### src/rtl/bram_wr_sched.sv
// Round-robin burst write scheduler for a BRAM port A that is split into two halves, one per producer.
// Each half keeps its own wrapping write pointer; port-A outputs are registered one cycle after acceptance.
module bram_wr_sched #(
    parameter int ADDR_WIDTH = 11,
    parameter int DATA_WIDTH = 16,
    parameter int BURST_LEN  = 16
) (
    input  logic                  CLK,
    input  logic                  rst,
    input  logic                  req0_valid,
    input  logic [DATA_WIDTH-1:0] req0_data,
    output logic                  req0_ready,
    input  logic                  req1_valid,
    input  logic [DATA_WIDTH-1:0] req1_data,
    output logic                  req1_ready,
    input  logic                  clr0,
    input  logic                  clr1,
    output logic                  EN_A,
    output logic                  WE_A,
    output logic [ADDR_WIDTH-1:0] ADDR_A,
    output logic [DATA_WIDTH-1:0] DIN_A,
    output logic                  wrap0,
    output logic                  wrap1
);

    localparam int PW = ADDR_WIDTH - 1;
    localparam int BW = $clog2(BURST_LEN);

    typedef enum logic [1:0] {IDLE, GRANT0, GRANT1} state_t;

    state_t                  state_q, state_d;
    logic [PW-1:0]           ptr0_q, ptr0_d;
    logic [PW-1:0]           ptr1_q, ptr1_d;
    logic [BW-1:0]           beat_q, beat_d;
    logic                    last_grant_q, last_grant_d;
    logic                    en_q, en_d;
    logic [ADDR_WIDTH-1:0]   addr_q, addr_d;
    logic [DATA_WIDTH-1:0]   din_q, din_d;
    logic                    wrap0_q, wrap0_d;
    logic                    wrap1_q, wrap1_d;

    logic                    xfer0, xfer1, burst_end;
    logic [PW-1:0]           wr_off;

    assign req0_ready = (state_q == GRANT0);
    assign req1_ready = (state_q == GRANT1);
    assign xfer0      = req0_valid && req0_ready;
    assign xfer1      = req1_valid && req1_ready;
    assign burst_end  = (beat_q == BW'(BURST_LEN - 1));

    always_comb begin
        state_d      = state_q;
        beat_d       = beat_q;
        last_grant_d = last_grant_q;
        case (state_q)
            IDLE: begin
                // On contention the requester that was not served last wins.
                if (req0_valid && (!req1_valid || last_grant_q)) begin
                    state_d      = GRANT0;
                    last_grant_d = 1'b0;
                    beat_d       = '0;
                end else if (req1_valid) begin
                    state_d      = GRANT1;
                    last_grant_d = 1'b1;
                    beat_d       = '0;
                end
            end
            GRANT0: begin
                if (!req0_valid) begin
                    state_d = IDLE;
                end else begin
                    beat_d = beat_q + 1'b1;
                    if (burst_end) state_d = IDLE;
                end
            end
            GRANT1: begin
                if (!req1_valid) begin
                    state_d = IDLE;
                end else begin
                    beat_d = beat_q + 1'b1;
                    if (burst_end) state_d = IDLE;
                end
            end
            default: state_d = IDLE;
        endcase
    end

    // A clear coinciding with a transfer writes the beat at offset 0 and leaves the pointer at 1.
    always_comb begin
        ptr0_d = ptr0_q;
        ptr1_d = ptr1_q;
        if (clr0)       ptr0_d = xfer0 ? PW'(1) : '0;
        else if (xfer0) ptr0_d = ptr0_q + 1'b1;
        if (clr1)       ptr1_d = xfer1 ? PW'(1) : '0;
        else if (xfer1) ptr1_d = ptr1_q + 1'b1;
    end

    always_comb begin
        wr_off  = xfer1 ? (clr1 ? '0 : ptr1_q) : (clr0 ? '0 : ptr0_q);
        en_d    = xfer0 || xfer1;
        addr_d  = en_d ? {xfer1, wr_off} : addr_q;
        din_d   = xfer1 ? req1_data : (xfer0 ? req0_data : din_q);
        wrap0_d = xfer0 && (&wr_off);
        wrap1_d = xfer1 && (&wr_off);
    end

    always_ff @(posedge CLK or posedge rst) begin
        if (rst) begin
            state_q      <= IDLE;
            ptr0_q       <= '0;
            ptr1_q       <= '0;
            beat_q       <= '0;
            last_grant_q <= 1'b1;
            en_q         <= 1'b0;
            addr_q       <= '0;
            din_q        <= '0;
            wrap0_q      <= 1'b0;
            wrap1_q      <= 1'b0;
        end else begin
            state_q      <= state_d;
            ptr0_q       <= ptr0_d;
            ptr1_q       <= ptr1_d;
            beat_q       <= beat_d;
            last_grant_q <= last_grant_d;
            en_q         <= en_d;
            addr_q       <= addr_d;
            din_q        <= din_d;
            wrap0_q      <= wrap0_d;
            wrap1_q      <= wrap1_d;
        end
    end

    assign EN_A   = en_q;
    assign WE_A   = en_q;
    assign ADDR_A = addr_q;
    assign DIN_A  = din_q;
    assign wrap0  = wrap0_q;
    assign wrap1  = wrap1_q;

endmodule

### config.mk
export PLATFORM = sky130hd
export DESIGN_NAME = bram_wr_sched
export DESIGN_NICKNAME = d
export VERILOG_FILES = /design/src/rtl/bram_wr_sched.sv
export SDC_FILE = /design/constraint.sdc
export NUM_CORES = 1
export LEC_CHECK = 0
export CORE_UTILIZATION = 61
export DETAILED_ROUTE_END_ITERATION = 8
export DONT_BUFFER_PORTS = 1
export GPL_ROUTABILITY_DRIVEN = 0
export PLACE_DENSITY = 0.77
export SLEW_MARGIN = 5
export SYNTH_ARGS = -nofsm -noshare
export SYNTH_HDL_FRONTEND = slang
export SYNTH_SLANG_ARGS = --single-unit
### constraint.sdc
create_clock -name CLK -period 2.2 [get_ports CLK]
set_input_delay 0.44 -clock CLK [delete_from_list [all_inputs] [get_ports CLK]]
set_output_delay 0.44 -clock CLK [all_outputs]
set_load 0.01 [all_outputs]
==> run metrics, run 1 <==
outcome=complete, but fails checks; violated checks=DRC; fin util=between 60% and 70%; clock sink count=57; WS Path Type=reg2reg; Final Power=0.00350 W; Post-Syn Nets=346; area of the die=4990 um^2; Num CTS Buffers=9; nature of the critical path startpoint=flop; Clk Latency, worst-skew pair=about 0.34 ns; antenna diode count=0; drt first-iter violations=approximately 170; total gr overflow=0; drt total wl=just under 6000 um; DP Wirelength=roughly 4200 um; CP Buf/Inv Count=1; maximum clock rate=around 530 MHz; ratio of final minimum period to clock period=between 80% and 90%; Netlist cell types=39; Area Growth Syn to Fin=8.14%; clk buf depth=2; relative slew slack=57.5%; fin crit period=roughly 1.9 ns; Worst setup EP type=flop; DP Area=2900 um^2; fin area=3110 um^2; synthesized cell area=roughly 2900 um^2; layout net count=roughly 350; first-pass GRT wire length=approximately 9500 um; Synth Flop Type=dfrtp_1; Yosys reg bits=57; Port Buf Inserts=0; setup tns final=0 ns; synth top area cells=dfrtp_1 49%, nand2_1 7.0%, nor2_1 4.3%; DRC violations left=10; Clock transition at path regs=approximately 0.070 ns; via count=2148; Hold/Removal Path Class=in2async; die height=70.7 um; Post-CTS Setup Repair Bufs=0; commonest cells after routing, fill and taps aside=56 x dfrtp_1, 54 x nand2_1, 33 x nor2_1; Post-synth EDFFs=0; H-tree depth=3; core area=~4400 um^2; Setup Skew=just over 0.01 ns; 1st-pass router iterations=7; power per standard cell area=around 1100 nW/um^2; post-DR wirelength/cell=around 16 um; initial core utilization=between 60% and 70%; Arr. time, crit path=about 2.1 ns; gr usage total=between 20% and 30%; Crit Path Max Fanout=14; max incr delay on CP=just under 0.4 ns; chip width=slightly above 70 um; slowest CP cell=dfrtp_1; Top delay family on crit path=simple AND/OR/NAND/NOR gates; filler cell count in the final layout=between 300 and 400; Slew Viols, Final=0; total of max-cap violations=0; Yosys top cell area share=slightly below 50%; measured slew at the worst slew-check pin=approximately 0.64 ns; pin count of the biggest net entering global routing=37; unrepaired setup endpoints after global routing=false; initial antenna violation count=0; Post-synth ARST share=100%; final setup fails=0; CTS tree=yes; Yosys warnings=0; row count=24; Gate Count Post-Synth=301; layout cells sized above 1=12.1%; cts repair resizes=0; worst vdd ir=~0.00059 V; final std cells w/o fill=357; Leakage Power=1.42 nW; Avg Cell Area, Syn=roughly 9.6 um^2; Seq/Total Area, Yosys=49.7%; Root Driver=clkbuf_8; vias in the first global route=2020; commonest non-fill, non-tap cell in the layout=dfrtp_1; Final Hold Viols=0; Worst EP required=around 2.4 ns; Yosys top cell by area=dfrtp_1; Inst Count DP=about 340; CP cell instances=inv_1, ha_1, and2_4, o21ai_0, nand4_1, nor4_1; # IOs=71; cts hold-fix bufs=0; Vias/cell=6.02; ANT nets after route=0
## metrics by stage
step	hold slack (ns)	setup slack, ns
6_report	0.0140	0.306
5_1_grt	0.0520	0.180
4_1_cts	0.0217	0.283
3_5_place_dp	0.389	0.306
3_3_place_gp	0.381	0.335
2_1_floorplan	0.470	0.362
## power breakdown
| part | switching [W] | internal (W) | leakage (nW) |
|---|---|---|---|
| Combinational | 0.000515 | 0.000358 | 0.568 |
| Clock | 0.000419 | 0.000631 | 0.106 |
| Sequential | 0.000273 | 0.00130 | 0.746 |
## metal layers
layer  vias up  wire (um)  global-route usage (%)
li1       1029          -                       -
met1      1056       2630                    32.6
met2        53       2850                    39.7
met3        10        278                    5.84
met4         0         93                    12.0
met5         -          0                       0
## sequential cells by signal, summed over array words and instances (netlist names)
| signal | flops |
|---|---|
| ADDR_A | 11 |
| wrap0 | 1 |
| ptr1_q | 10 |
| EN_A | 1 |
| wrap1 | 1 |
| DIN_A | 16 |
| last_grant_q | 1 |
| beat_q | 4 |
| ptr0_q | 10 |
| state_q | 2 |
## synthesized netlist by cell type (2+ instances only)
cell       n
a21oi_1    9
a31oi_1   16
and2_1     2
and3_1     3
and4_1     2
buf_2      7
buf_6      2
clkbuf_1   7
dfrtp_1   56
ha_1       7
inv_1     10
mux2_2    10
mux2i_1    3
nand2_1   54
nand2b_1  12
nand3_1    4
nand3_2    2
nand4_1    8
nand4b_1   9
nor2_1    33
nor4_1     2
o21ai_0    9
o31ai_1    3
or4_1      2
xnor2_1    4
xor2_1    12
## cells by family (layout without fill, tap and decap cells)
logic type	after synthesis	in the layout	share of synthesized area, %
flip-flops	57	57	49.7
AO/OA/AOI/OAI	43	43	9.05
multiplexers	13	13	4.96
AND/OR/NAND/NOR	138	138	23.9
XOR/XNOR	16	16	4.87
buffers and inverters	27	31	4.48
adder cells (fa/ha/maj)	7	7	3.05
## final cells by class
class / instances / area (um^2) / area share, %
flip-flops and latches: 57 / 1430 / 45.9
multi-input cells: 217 / 1320 / 42.4
clock buffers: 10 / 128 / 4.10
clock inverters: 6 / 82.6 / 2.66
well taps: 52 / 65.1 / 2.09
repair buffers: 5 / 50.0 / 1.61
inverters: 10 / 37.5 / 1.21
## path summary, 6_finish.rpt
check                      depth (start not counted)      endpoint  slack, ns  startpoint
setup / recovery                                   6         wrap0       0.31  state_q[0]
hold / removal                                     1     DIN_A[15]       0.01         rst
setup reg to reg                                   6         wrap0       0.31  state_q[0]
hold reg to reg                                    1     beat_q[0]       0.51   beat_q[0]
max in group asynchronous                          2  last_grant_q       1.57         rst
min in group CLK                                   1     ptr1_q[2]       0.16        clr1
No activity file was read; power rests on OpenSTA's default activity.
==> run 2: changes to the inputs <==
--- a/config.mk
+++ b/config.mk
@@ -5,11 +5,12 @@
 export SDC_FILE = /design/constraint.sdc
 export NUM_CORES = 1
 export LEC_CHECK = 0
-export CORE_UTILIZATION = 61
+export BUFFER_PORTS_ARGS = -buffer_cell sky130_fd_sc_hd__buf_2
+export CORE_UTILIZATION = 53
 export DETAILED_ROUTE_END_ITERATION = 8
-export DONT_BUFFER_PORTS = 1
 export GPL_ROUTABILITY_DRIVEN = 0
-export PLACE_DENSITY = 0.77
+export PLACE_DENSITY = 0.79
+export REMOVE_ABC_BUFFERS = 1
 export SLEW_MARGIN = 5
 export SYNTH_ARGS = -nofsm -noshare
 export SYNTH_HDL_FRONTEND = slang
==> run 2 against run 1 <==
  * The flow now finishes without violations
  * Combinational power rose by 40%
  * Cell count rose by 25%
  * Clock-buffer cell count did not move
  * Worst hold slack improved by 0.088 ns
  * Design area rose by 12%
  * Worst setup slack improved by 0.046 ns
  * Die area rose by 15%
  * Core utilization fell by 2.9 points
  * Total power rose by 6.2%
  * Sequential share of layout area fell by 4.8 points
  * Sequential power fell by 8%
  * Global-route usage rose by 0.22 points
  * Largest cell class unchanged
==> run metrics, run 2 (synthesis gave the netlist of run 1 again) <==
outcome=finished clean (was complete, but fails checks); Clock transition at path regs=0.07 ns (about the same); Slew Viols, Final=0 (unchanged); power per standard cell area=1070 nW/um^2 (was 1130 nW/um^2); Final Power=0.00372 W (was 0.00350 W); layout cells sized above 1=28.5% (was 12.1%); Gate power share=32.8% (was 25.0%); power share of the clock group=28.1% (was 30.0%); Worst R2R Start=state_q[0] (unchanged); setup ws final=0.353 ns (was 0.306 ns); via count=2444 (was 2148); Area Growth Syn to Fin=20.7% (was 8.14%); Register Area=1430 um^2 (unchanged); Clk Latency, worst-skew pair=0.34 ns (about the same); initial antenna violation count=0 (unchanged); Worst EP required=2.43 ns (was 2.41 ns); layout net count=415 (was 345); chip width=75.7 um (was 70.7 um); Sequential Power Share=39.1% (was 45.0%); RR Endpoint=wrap0 (unchanged); cts repair resizes=0 (unchanged); pre-CTS setup slack=0.421 ns (was 0.306 ns); metal1 wirelength=2770 um (was 2630 um); Multi-input gate area=1320 um^2 (unchanged); Setup Skew=0.00486 ns (was 0.0103 ns); total of max-cap violations=0 (unchanged); Num CTS Buffers=9 (unchanged); clk buf depth=2 (unchanged); gr usage total=25.2% (was 25.0%); DP Area=3260 um^2 (was 2900 um^2); commonest cells after routing, fill and taps aside=70 x buf_2, 56 x dfrtp_1, 54 x nand2_1 (was 56 x dfrtp_1, 54 x nand2_1, 33 x nor2_1); first-pass GRT wire length=10500 um (was 9490 um); worst vdd ir=0.000589 V (was 0.000588 V); sw frac=34.5% (about the same); relative slew slack=54.7% (was 57.5%); fin crit period=1.85 ns (was 1.89 ns); measured slew at the worst slew-check pin=0.678 ns (was 0.636 ns); initial core utilization=55.6% (was 64.7%); Top Metal Used=met4 (unchanged); internal power=0.00243 W (was 0.00229 W); DRC violations left=0 (was 10); DP Wirelength=4560 um (was 4230 um); maximum clock rate=541 MHz (was 528 MHz); CTS tree=yes (unchanged); P_sw=0.00128 W (was 0.00121 W); H-tree depth=3 (unchanged); total gr overflow=0 (unchanged); R2R cell count=7 (was 6); commonest non-fill, non-tap cell in the layout=buf_2 (was dfrtp_1); pin count of the biggest net entering global routing=37 (unchanged); post-DR wirelength/cell=14.7 um (was 16.4 um); filler cell count in the final layout=415 (was 355); Arr. time, crit path=2.08 ns (was 2.11 ns); Hold/Removal Path Class=in2async (unchanged); WL met2=3290 um (was 2850 um); unrepaired setup endpoints after global routing=false (unchanged); row count=26 (was 24); final setup fails=0 (unchanged); Root Driver=clkbuf_8 (unchanged); die height=75.7 um (was 70.7 um); Post-CTS Setup Repair Bufs=0 (unchanged); cts hold-fix bufs=0 (unchanged); r2r setup slk=0.35 ns (was 0.31 ns); area of the die=5720 um^2 (was 4990 um^2); WS Path Type=reg2reg (unchanged); DR WL met3=347 um (was 278 um); setup tns final=0 ns (unchanged); nature of the critical path startpoint=flop (unchanged); Vias/cell=5.49 (was 6.02); Worst setup EP type=flop (unchanged); 1st-pass router iterations=6 (was 7); Final Hold Viols=0 (unchanged); ratio of final minimum period to clock period=84.0% (was 86.1%); max FFs per register=16 (unchanged); core area=5170 um^2 (was 4440 um^2); Crit Path Max Fanout=10 (was 14); fin area=3470 um^2 (was 3110 um^2); antenna diode count=0 (unchanged); # IOs=71 (unchanged); ANT nets after route=0 (unchanged); drt first-iter violations=158 (was 172); clock sink count=57 (unchanged); Leakage Power=1.71 nW (was 1.42 nW); vias in the first global route=2318 (was 2020); drt total wl=6530 um (was 5850 um); fin util=67.1% (was 70.0%); Port Buf Inserts=70 (was 0)
-- run 2: cell count changes in the layout (fill, tap and decap cells not counted) --
cell / change
buf_4: +1
buf_12: -1
buf_2: +70
-- run 2: worst max path at each step --
stage          slack, ns  endpoint  cells past startpoint  startpoint
2_1_floorplan      -0.03     wrap1                      6  state_q[0]
3_3_place_gp        0.51     wrap1                      6  state_q[0]
3_5_place_dp        0.42     wrap0                      6  state_q[0]
4_1_cts             0.40     wrap0                      6  state_q[0]
5_1_grt             0.15     wrap1                      7  state_q[0]
6_report            0.35     wrap0                      7  state_q[0]
-- run 2: power by group through the flow --
stage | Sequential (W) | Combinational, W | Clock (W)
after floorplan | 0.00154 | 0.000683 | 0
after detailed placement | 0.00147 | 0.00122 | 0
after CTS | 0.00145 | 0.00123 | 0.00107
after global placement | 0.00146 | 0.00117 | 0
final | 0.00145 | 0.00122 | 0.00104
after global routing | 0.00148 | 0.00139 | 0.00112
-- run 2: metrics by stage --
step | hold WS, ns | instances
3_3_place_gp | 0.457 | 429
6_report | 0.102 | 445
5_1_grt | 0.134 | 445
2_1_floorplan | 0.470 | 284
4_1_cts | 0.103 | 445
3_5_place_dp | 0.467 | 429
-- run 2: metal layers --
| layer | vias to the layer above | track usage (%) |
|---|---|---|
| met1 | 1185 | 31.6 |
| met4 | 0 | 9.88 |
| met2 | 76 | 40.2 |
| li1 | 1165 | - |
| met5 | - | 0 |
| met3 | 18 | 8.73 |
-- run 2: layout make-up --
| type | count | share of cell area [%] |
|---|---|---|
| inverters | 10 | 1.08 |
| multi-input cells | 217 | 38.0 |
| flip-flops and latches | 57 | 41.1 |
| clock buffers | 10 | 3.68 |
| well taps | 70 | 2.52 |
| clock inverters | 6 | 2.38 |
| repair buffers | 75 | 11.2 |
-- run 2: critical path, stage by stage (launching register included) --
cell,delay [ns]
dfrtp_1,0.41
inv_1,0.09
ha_1,0.25
buf_4,0.21
nand4b_1,0.14
o21ai_0,0.16
nand4_1,0.21
nor4_1,0.27
